==> config.mk <==
export PLATFORM = sky130hd
export DESIGN_NAME = spart_rx_flat
export DESIGN_NICKNAME = d
export VERILOG_FILES = /design/src/rtl/spart_rx_if.sv /design/src/rtl/spart_rx.sv /design/src/flat_wrapper.sv
export SDC_FILE = /design/constraint.sdc
export NUM_CORES = 1
export LEC_CHECK = 0
export BUFFER_PORTS_ARGS = -buffer_cell sky130_fd_sc_hd__buf_2
export CORE_MARGIN = 2
export CORE_UTILIZATION = 55
export DETAILED_ROUTE_END_ITERATION = 8
export PLACE_DENSITY_LB_ADDON = 0.12
export SLEW_MARGIN = 20
export SYNTH_ARGS = -nofsm -noshare
export SYNTH_HDL_FRONTEND = slang
export SYNTH_SLANG_ARGS = --single-unit
==> constraint.sdc <==
create_clock -name clk -period 2 [get_ports clk]
set_input_delay 0.2 -clock clk [delete_from_list [all_inputs] [get_ports clk]]
set_output_delay 0.2 -clock clk [all_outputs]
set_load 0.01 [all_outputs]
==> src/rtl/spart_rx_if.sv <==
// Receive-side bus bundle of the SPART: baud tick, serial line, read strobe and status.
interface spart_rx_if #(
   parameter int unsigned DATA_BITS = 8
);
   logic                 baud_en;
   logic                 rxd;
   logic                 rx_rd;
   logic [DATA_BITS-1:0] rx_data;
   logic                 rda;
   logic                 frame_err;
   logic                 overrun;

   modport master (
      output baud_en, rxd, rx_rd,
      input  rx_data, rda, frame_err, overrun
   );

   modport slave (
      input  baud_en, rxd, rx_rd,
      output rx_data, rda, frame_err, overrun
   );
endinterface

==> src/rtl/spart_rx.sv <==
// SPART receive stage: oversampled 8N1 deserialiser with mid-bit sampling,
// RDA flag, frame-error and overrun status.
module spart_rx #(
   parameter int unsigned DATA_BITS  = 8,
   parameter int unsigned OVERSAMPLE = 16
) (
   input  logic      clk,
   input  logic      rst,
   spart_rx_if.slave bus
);
   localparam int unsigned CW = $clog2(OVERSAMPLE);
   localparam int unsigned BW = (DATA_BITS > 1) ? $clog2(DATA_BITS) : 1;
   localparam logic [CW-1:0] CNT_HALF = CW'(OVERSAMPLE / 2 - 1);
   localparam logic [CW-1:0] CNT_LAST = CW'(OVERSAMPLE - 1);
   localparam logic [BW-1:0] BIT_LAST = BW'(DATA_BITS - 1);

   typedef enum logic [1:0] {IDLE, START, DATA, STOP} state_t;

   logic                 sync1, sync2;
   state_t               state, state_nxt;
   logic [CW-1:0]        cnt, cnt_nxt;
   logic [BW-1:0]        bit_idx, bit_nxt;
   logic                 armed, armed_nxt;
   logic [DATA_BITS-1:0] shift, shift_nxt;
   logic                 done_c;

   // Two-flop synchroniser on the asynchronous line, idle-high at reset
   always_ff @(posedge clk or posedge rst) begin
      if (rst) begin
         sync1 <= 1'b1;
         sync2 <= 1'b1;
      end else begin
         sync1 <= bus.rxd;
         sync2 <= sync1;
      end
   end

   always_ff @(posedge clk or posedge rst) begin
      if (rst) begin
         state   <= IDLE;
         cnt     <= '0;
         bit_idx <= '0;
         armed   <= 1'b0;
         shift   <= '0;
      end else begin
         state   <= state_nxt;
         cnt     <= cnt_nxt;
         bit_idx <= bit_nxt;
         armed   <= armed_nxt;
         shift   <= shift_nxt;
      end
   end

   // Next-state: everything advances only on baud ticks
   always_comb begin
      state_nxt = state;
      cnt_nxt   = cnt;
      bit_nxt   = bit_idx;
      armed_nxt = armed;
      shift_nxt = shift;
      done_c    = 1'b0;
      if (bus.baud_en) begin
         case (state)
            IDLE: begin
               if (armed && !sync2) begin
                  state_nxt = START;
                  cnt_nxt   = '0;
               end else if (sync2) begin
                  armed_nxt = 1'b1;
               end
            end
            START: begin
               cnt_nxt = cnt + CW'(1);
               if (cnt == CNT_HALF) begin
                  if (sync2) begin
                     state_nxt = IDLE;
                     armed_nxt = 1'b0;
                  end else begin
                     state_nxt = DATA;
                     cnt_nxt   = '0;
                     bit_nxt   = '0;
                  end
               end
            end
            DATA: begin
               cnt_nxt = cnt + CW'(1);
               if (cnt == CNT_LAST) begin
                  shift_nxt = {sync2, shift[DATA_BITS-1:1]};
                  bit_nxt   = bit_idx + BW'(1);
                  if (bit_idx == BIT_LAST) begin
                     state_nxt = STOP;
                     cnt_nxt   = '0;
                  end
               end
            end
            STOP: begin
               cnt_nxt = cnt + CW'(1);
               if (cnt == CNT_LAST) begin
                  done_c    = 1'b1;
                  state_nxt = IDLE;
                  armed_nxt = sync2;
               end
            end
            default: state_nxt = IDLE;
         endcase
      end
   end

   // Status: completion wins over a simultaneous read, which then only suppresses overrun
   always_ff @(posedge clk or posedge rst) begin
      if (rst) begin
         bus.rx_data   <= '0;
         bus.rda       <= 1'b0;
         bus.frame_err <= 1'b0;
         bus.overrun   <= 1'b0;
      end else if (done_c) begin
         bus.rx_data   <= shift;
         bus.rda       <= 1'b1;
         bus.frame_err <= ~sync2;
         if (bus.rda && !bus.rx_rd) bus.overrun <= 1'b1;
      end else if (bus.rx_rd && bus.rda) begin
         bus.rda     <= 1'b0;
         bus.overrun <= 1'b0;
      end
   end
endmodule

==> src/flat_wrapper.sv <==
// flat-port wrapper written by rule: the top's interface ports become plain ports
module spart_rx_flat 
#(
   parameter int unsigned DATA_BITS  = 8,
   parameter int unsigned OVERSAMPLE = 16
)
  (clk, rst, bus_baud_en, bus_rxd, bus_rx_rd, bus_rx_data, bus_rda, bus_frame_err, bus_overrun);
  spart_rx_if #(.DATA_BITS(DATA_BITS)) bus_i ();
  input  logic clk;
  input  logic rst;
  input wire logic [$bits(bus_i.baud_en)-1:0] bus_baud_en;
  input wire logic [$bits(bus_i.rxd)-1:0] bus_rxd;
  input wire logic [$bits(bus_i.rx_rd)-1:0] bus_rx_rd;
  output wire logic [$bits(bus_i.rx_data)-1:0] bus_rx_data;
  output wire logic [$bits(bus_i.rda)-1:0] bus_rda;
  output wire logic [$bits(bus_i.frame_err)-1:0] bus_frame_err;
  output wire logic [$bits(bus_i.overrun)-1:0] bus_overrun;
  assign bus_i.baud_en = bus_baud_en;
  assign bus_i.rxd = bus_rxd;
  assign bus_i.rx_rd = bus_rx_rd;
  assign bus_rx_data = bus_i.rx_data;
  assign bus_rda = bus_i.rda;
  assign bus_frame_err = bus_i.frame_err;
  assign bus_overrun = bus_i.overrun;
  spart_rx #(.DATA_BITS(DATA_BITS), .OVERSAMPLE(OVERSAMPLE)) u_core (.clk(clk), .rst(rst), .bus(bus_i));
endmodule
* Word-level counts from Yosys, hierarchy flattened
Cells that the tools add are included.
Word-level totals: register bits after elaboration 31, latch bits 0, memory bits (writable) 0, ROM bits 0, input bits 5, output and inout port bits 11, logic and storage cells 75, memories 0
Cells by class: add/subtract/negate cells 2, $mul 0, div/mod/pow operators 0, $lt $le $gt $ge 0, equal/unequal tests 16, shifts and indexed selects 0, multiplexer cells 30, bitwise gates (word level) 1, reduce and logical (&&, ||, !) cells 15
Operator list (number):
- 2-to-1 mux 4 bit | 5
- case mux 4 bit (4 select lines) | 1
- != test 2 x 1 -> 1 bit (second input constant) | 7
- 2-to-1 mux 1 bit | 12
- 2-to-1 mux 2 bit | 6
- 2-to-1 mux 3 bit | 3
- case mux 2 bit (4 select lines) | 1
- AND reduction 7 bit | 1
- != test 2 bit (second input constant) | 3
- case mux 3 bit (2 select lines) | 1
- AND reduction 6 bit | 1
- AND reduction 5 bit | 1
- adder 4 x 1 -> 4 bit (second input constant) | 1
- equality test 2 bit (second input constant) | 2
- equality test 4 x 3 -> 1 bit (second input constant) | 1
- equality test 4 bit (second input constant) | 1
- AND reduction 2 bit | 2
- nonzero test 2 bit | 2
- adder 3 x 1 -> 3 bit (second input constant) | 1
- equality test 3 bit (second input constant) | 1
- logical AND 1 bit | 3
- case mux 1 bit (3 select lines) | 1
- AND reduction 3 bit | 1
- nonzero test 3 bit | 1
- other kinds (4) | 5

* Logic depth before layout (Yosys ltp)
depth in word-level cells 6, mapped depth 6, mapped depth without buffers 6

* Worst setup path after synthesis
No wires, ideal clock.
kind reg-to-reg, start register u_core.cnt[0], end register u_core.bit_idx[0], library setup time 125 ps, data arrival time 1507 ps, required time 1875 ps, slack 368 ps, stages on the path, launching flop included 6, path buffers 0, clock period less this slack 1632 ps, path through dfrtp_1 > ha_1 > nand2_2 > o311ai_4 > and3_4 > mux2_2
On the way: word-level cells in the longest chain between the ends 3, elaborated cells between the ends (all ways) 5, those cells by class 4 x eq/ne; 1 x reduce/logical
Ends and longest elaborated chain:
- start: declaration | line spart_rx.sv:21 | logic [CW-1:0] cnt, cnt_nxt;
- start signal: assignment | line spart_rx.sv:47 | cnt <= cnt_nxt;
- equality test 4 bit / equality test 4 x 3 -> 1 bit (equally long branches) | line spart_rx.sv:87, spart_rx.sv:74
- != test 2 x 1 -> 1 bit (no source line)
- AND reduction 5 bit (no source line) (*)
- end signal: assignment | line spart_rx.sv:48 | bit_idx <= bit_nxt;
- end: declaration | line spart_rx.sv:22 | logic [BW-1:0] bit_idx, bit_nxt;
Every way passes the cells marked *; elsewhere a longest branch is shown, timed or not. A chain may end at the register's enable or synchronous reset.

* Final worst setup path
start register u_core.cnt[0], end register u_core.bit_idx[2]
Same word-level chain as after synthesis.

==> flow_metrics.env <==
export IMPL_status="complete, no violations"
export IMPL_grt_usage_pct=19.7
export IMPL_cts_buffer_depth=2
export IMPL_synth_area_leaders="dfrtp_1, mux2_2, dfstp_2"
export IMPL_post_drt_via_cell_ratio=5.53
export IMPL_synth_cell_types=36
export IMPL_wl_per_cell_um=13.9
export IMPL_drive_gt1_share_pct=39.4
export IMPL_h_tree_depth=2
export IMPL_area_growth_pct=15.0
export IMPL_r2r_setup_slack_ps=230
export IMPL_ys_ff_latch=31
export IMPL_maxCapViolCount=0
export IMPL_period_minus_slack_ps=1770
export IMPL_io_buffer_count=15
export IMPL_maxSlewHeadroom_pct=73.2
export IMPL_finalHoldViolCount=0
export IMPL_finalClockSkew_ps=13.0
export IMPL_cts_root_buf="clkbuf_4"
export IMPL_nets=149
export IMPL_clkLatencyLatePin_ps=330
export IMPL_firstDrtPassIters=4
export IMPL_fin_crit_sh_pct=88.4
export IMPL_routabilityCongestion=0.816
export IMPL_clk_pin_slew_worst_paths_ps=100
export IMPL_internal_power_uw=1050
export IMPL_seq_area_frac_synth_pct=54.4
export IMPL_cts_inserted_buffers=5
export IMPL_worst_slew_pin_slew_ps=401
export IMPL_critPathRequiredTime_ps=2220
export IMPL_power_density_mw_per_mm2=842
export IMPL_syn_area_per_cell_um2=12.1
export IMPL_worst_r2r_path_depth=5
export IMPL_p_comb_share_pct=14.0
export IMPL_final_max_slew_viol_count=0
export IMPL_dieArea_mm2=0.00303
export IMPL_cp_max_fo=7
export IMPL_tns_ps=0
export IMPL_rows=18
export IMPL_dp_hpwl_um=1790
export IMPL_ys_top_cells_by_count="dfrtp_1, mux2_2, inv_1, o21ai_0, nand2_1"
export IMPL_placed_cells=162
export IMPL_synth_nets=126
export IMPL_coreArea_mm2=0.00248
export IMPL_grt_pass1_vias=921
export IMPL_swShare_pct=24.2
export IMPL_yosysTopAreaCellShare_pct=50.7
export IMPL_switchingPower_uw=336
export IMPL_die_w_um=55.0
export IMPL_grt_max_degree=32
export IMPL_postCtsSetupRepairBufs=0
export IMPL_p_leak_uw=0.000839
export IMPL_drt_initial_drc_count=8
export IMPL_detail_route_antenna_nets=0
export IMPL_routed_wirelength_um=2400
export IMPL_hp_class="primary input to flip-flop"
export IMPL_fill_cells=192
export IMPL_end_kind="flip-flop"
export IMPL_seq_power_share_pct=49.6
export IMPL_synth_ff_type="dfrtp_1"
export IMPL_critical_path_arrival_ps=1990
export IMPL_initial_utilization_pct=57.8
export IMPL_hold_depth=2
export IMPL_rsz0062_at_grt="no"
export IMPL_vdd_ir_drop_max_mv=0.863
export IMPL_syn_area_mm2=0.00143
export IMPL_io_pins=16
export IMPL_synth_top_area_cell="dfrtp_1"
export IMPL_die_h_um=55.0
export IMPL_dr_total_vias=951
export IMPL_yosysWarnings=0
export IMPL_antenna_cells=0
export IMPL_grt_pass1_wl_um=3910
export IMPL_start_kind="flip-flop"
export IMPL_ys_async_sr_fraction_pct=100
export IMPL_fmax_mhz=566
export IMPL_synth_most_common_cell="dfrtp_1"
export IMPL_clkPwrFrac_pct=36.4
export IMPL_cts_tree="yes"
export IMPL_clock_sinks=31
export IMPL_setup_violations=0
export IMPL_route_detailed_drc=0
export IMPL_fin_cells=172
export IMPL_critical_path_class="flip-flop to flip-flop"
export IMPL_overflow=0
export IMPL_synth_cells=118
export IMPL_antenna_found_initial=0
export IMPL_synth_edf_count=0
sequential cells by signal (all words and copies together) (netlist names), 3 cells and up, named ones only:
signal and cells:
u_core.bus.rx_data 8, u_core.shift 8, u_core.cnt 4, u_core.bit_idx 3
power groups by stage:
stage                     logic (µW)  registers [µW]  clock network [µW]
after floorplan                  165             689                   0
after global placement           191             698                   0
after detailed placement         193             699                   0
after CTS                        197             687                 520
after global routing             218             692                 556
final                            194             688                 504
layer usage:
metal / global-route usage [%] / up-vias / share of wire, %
met5: 0 / - / 0
met4: 12.2 / 0 / 1.7
met3: 8.33 / 4 / 5.1
met2: 30.0 / 17 / 50
met1: 22.8 / 465 / 43
li1: - / 465 / -
cell usage in the layout, fill, tap and decap left out:
cell and n:
nand4_1 3, dlygate4sd3_1 2, o21ai_1 2, ha_1 3, clkbuf_4 5, a221oi_1 1
mux2_2 20, a221o_1 1, a41oi_1 1, a21oi_1 1, nor2b_1 2, a22oi_1 1
or2b_1 1, and3_4 1, bufinv_16 1, nand3_1 2, dfrtp_1 29, clkbuf_8 1
o22ai_1 1, o311ai_4 1, clkinv_2 1, nand2_2 1, and2_1 1, inv_1 7
nand2b_1 2, a211oi_1 1, nor2_1 5, nor4_1 1, o21ai_0 7, a21o_1 2
o31ai_1 2, nand2_1 6, or2_2 2, xor2_1 1, nor2_2 2, buf_2 15
dfstp_2 2, buf_4 4, a22o_1 1
cells by family (layout without fill, tap and decap cells):
family	count (synthesis)	after routing	share of synthesized area (%)
compound gates	22	22	11.5
flops	31	31	54.4
buf+inv	12	36	4.20
xor+xnor	1	1	0.612
simple gates	29	29	11.0
mux	20	20	15.7
fa+ha+maj	3	3	2.62
worst paths after layout:
kind / end / startpoint
min in group asynchronous: u_core.shift[7] / rst
max in group asynchronous: u_core.sync2 / rst
worst min register to register: u_core.sync2 / u_core.sync1
worst max-delay path: u_core.bit_idx[2] / u_core.cnt[0]
worst min-delay path: u_core.bus.rda / bus_rx_rd
worst max register to register: u_core.bit_idx[2] / u_core.cnt[0]
metrics by stage:
step | area [µm²] | setup slack [ps] | hold slack [ps] | total power, µW | util, %
finish | 1650 | 232 | 62.6 | 1390 | 66.5
global route | 1650 | 141 | 40.5 | 1470 | 66.5
CTS | 1650 | 229 | 49.6 | 1400 | 66.5
detailed placement | 1540 | 237 | 295 | 892 | 62.2
global placement | 1540 | 300 | 287 | 888 | 62.2
floorplan | 1430 | 368 | 204 | 853 | -
final cells by class:
class,instances,area [µm²],area share (%)
well taps,30,37.5,2.28
clock inverters,2,35.0,2.13
repair buffers,21,125,7.60
inverters,7,26.3,1.60
clock buffers,6,51.3,3.12
flip-flops and latches,31,778,47.3
multi-input cells,75,593,36.0
critical path, cell delays in order, from the launching register on:
cell	delay, ps
dfrtp_1	400
ha_1	310
nand2_2	120
o311ai_4	260
and3_4	250
mux2_2	330
timing repair:
action / 4_1_cts / 5_1_grt
hold buffers: 2 / 0
gates resized for setup: 0 / 0
endpoints found under the hold margin: 30 / 0
setup endpoints to repair: 0 / 0
Note: power is estimated with default switching activity, not from simulation.
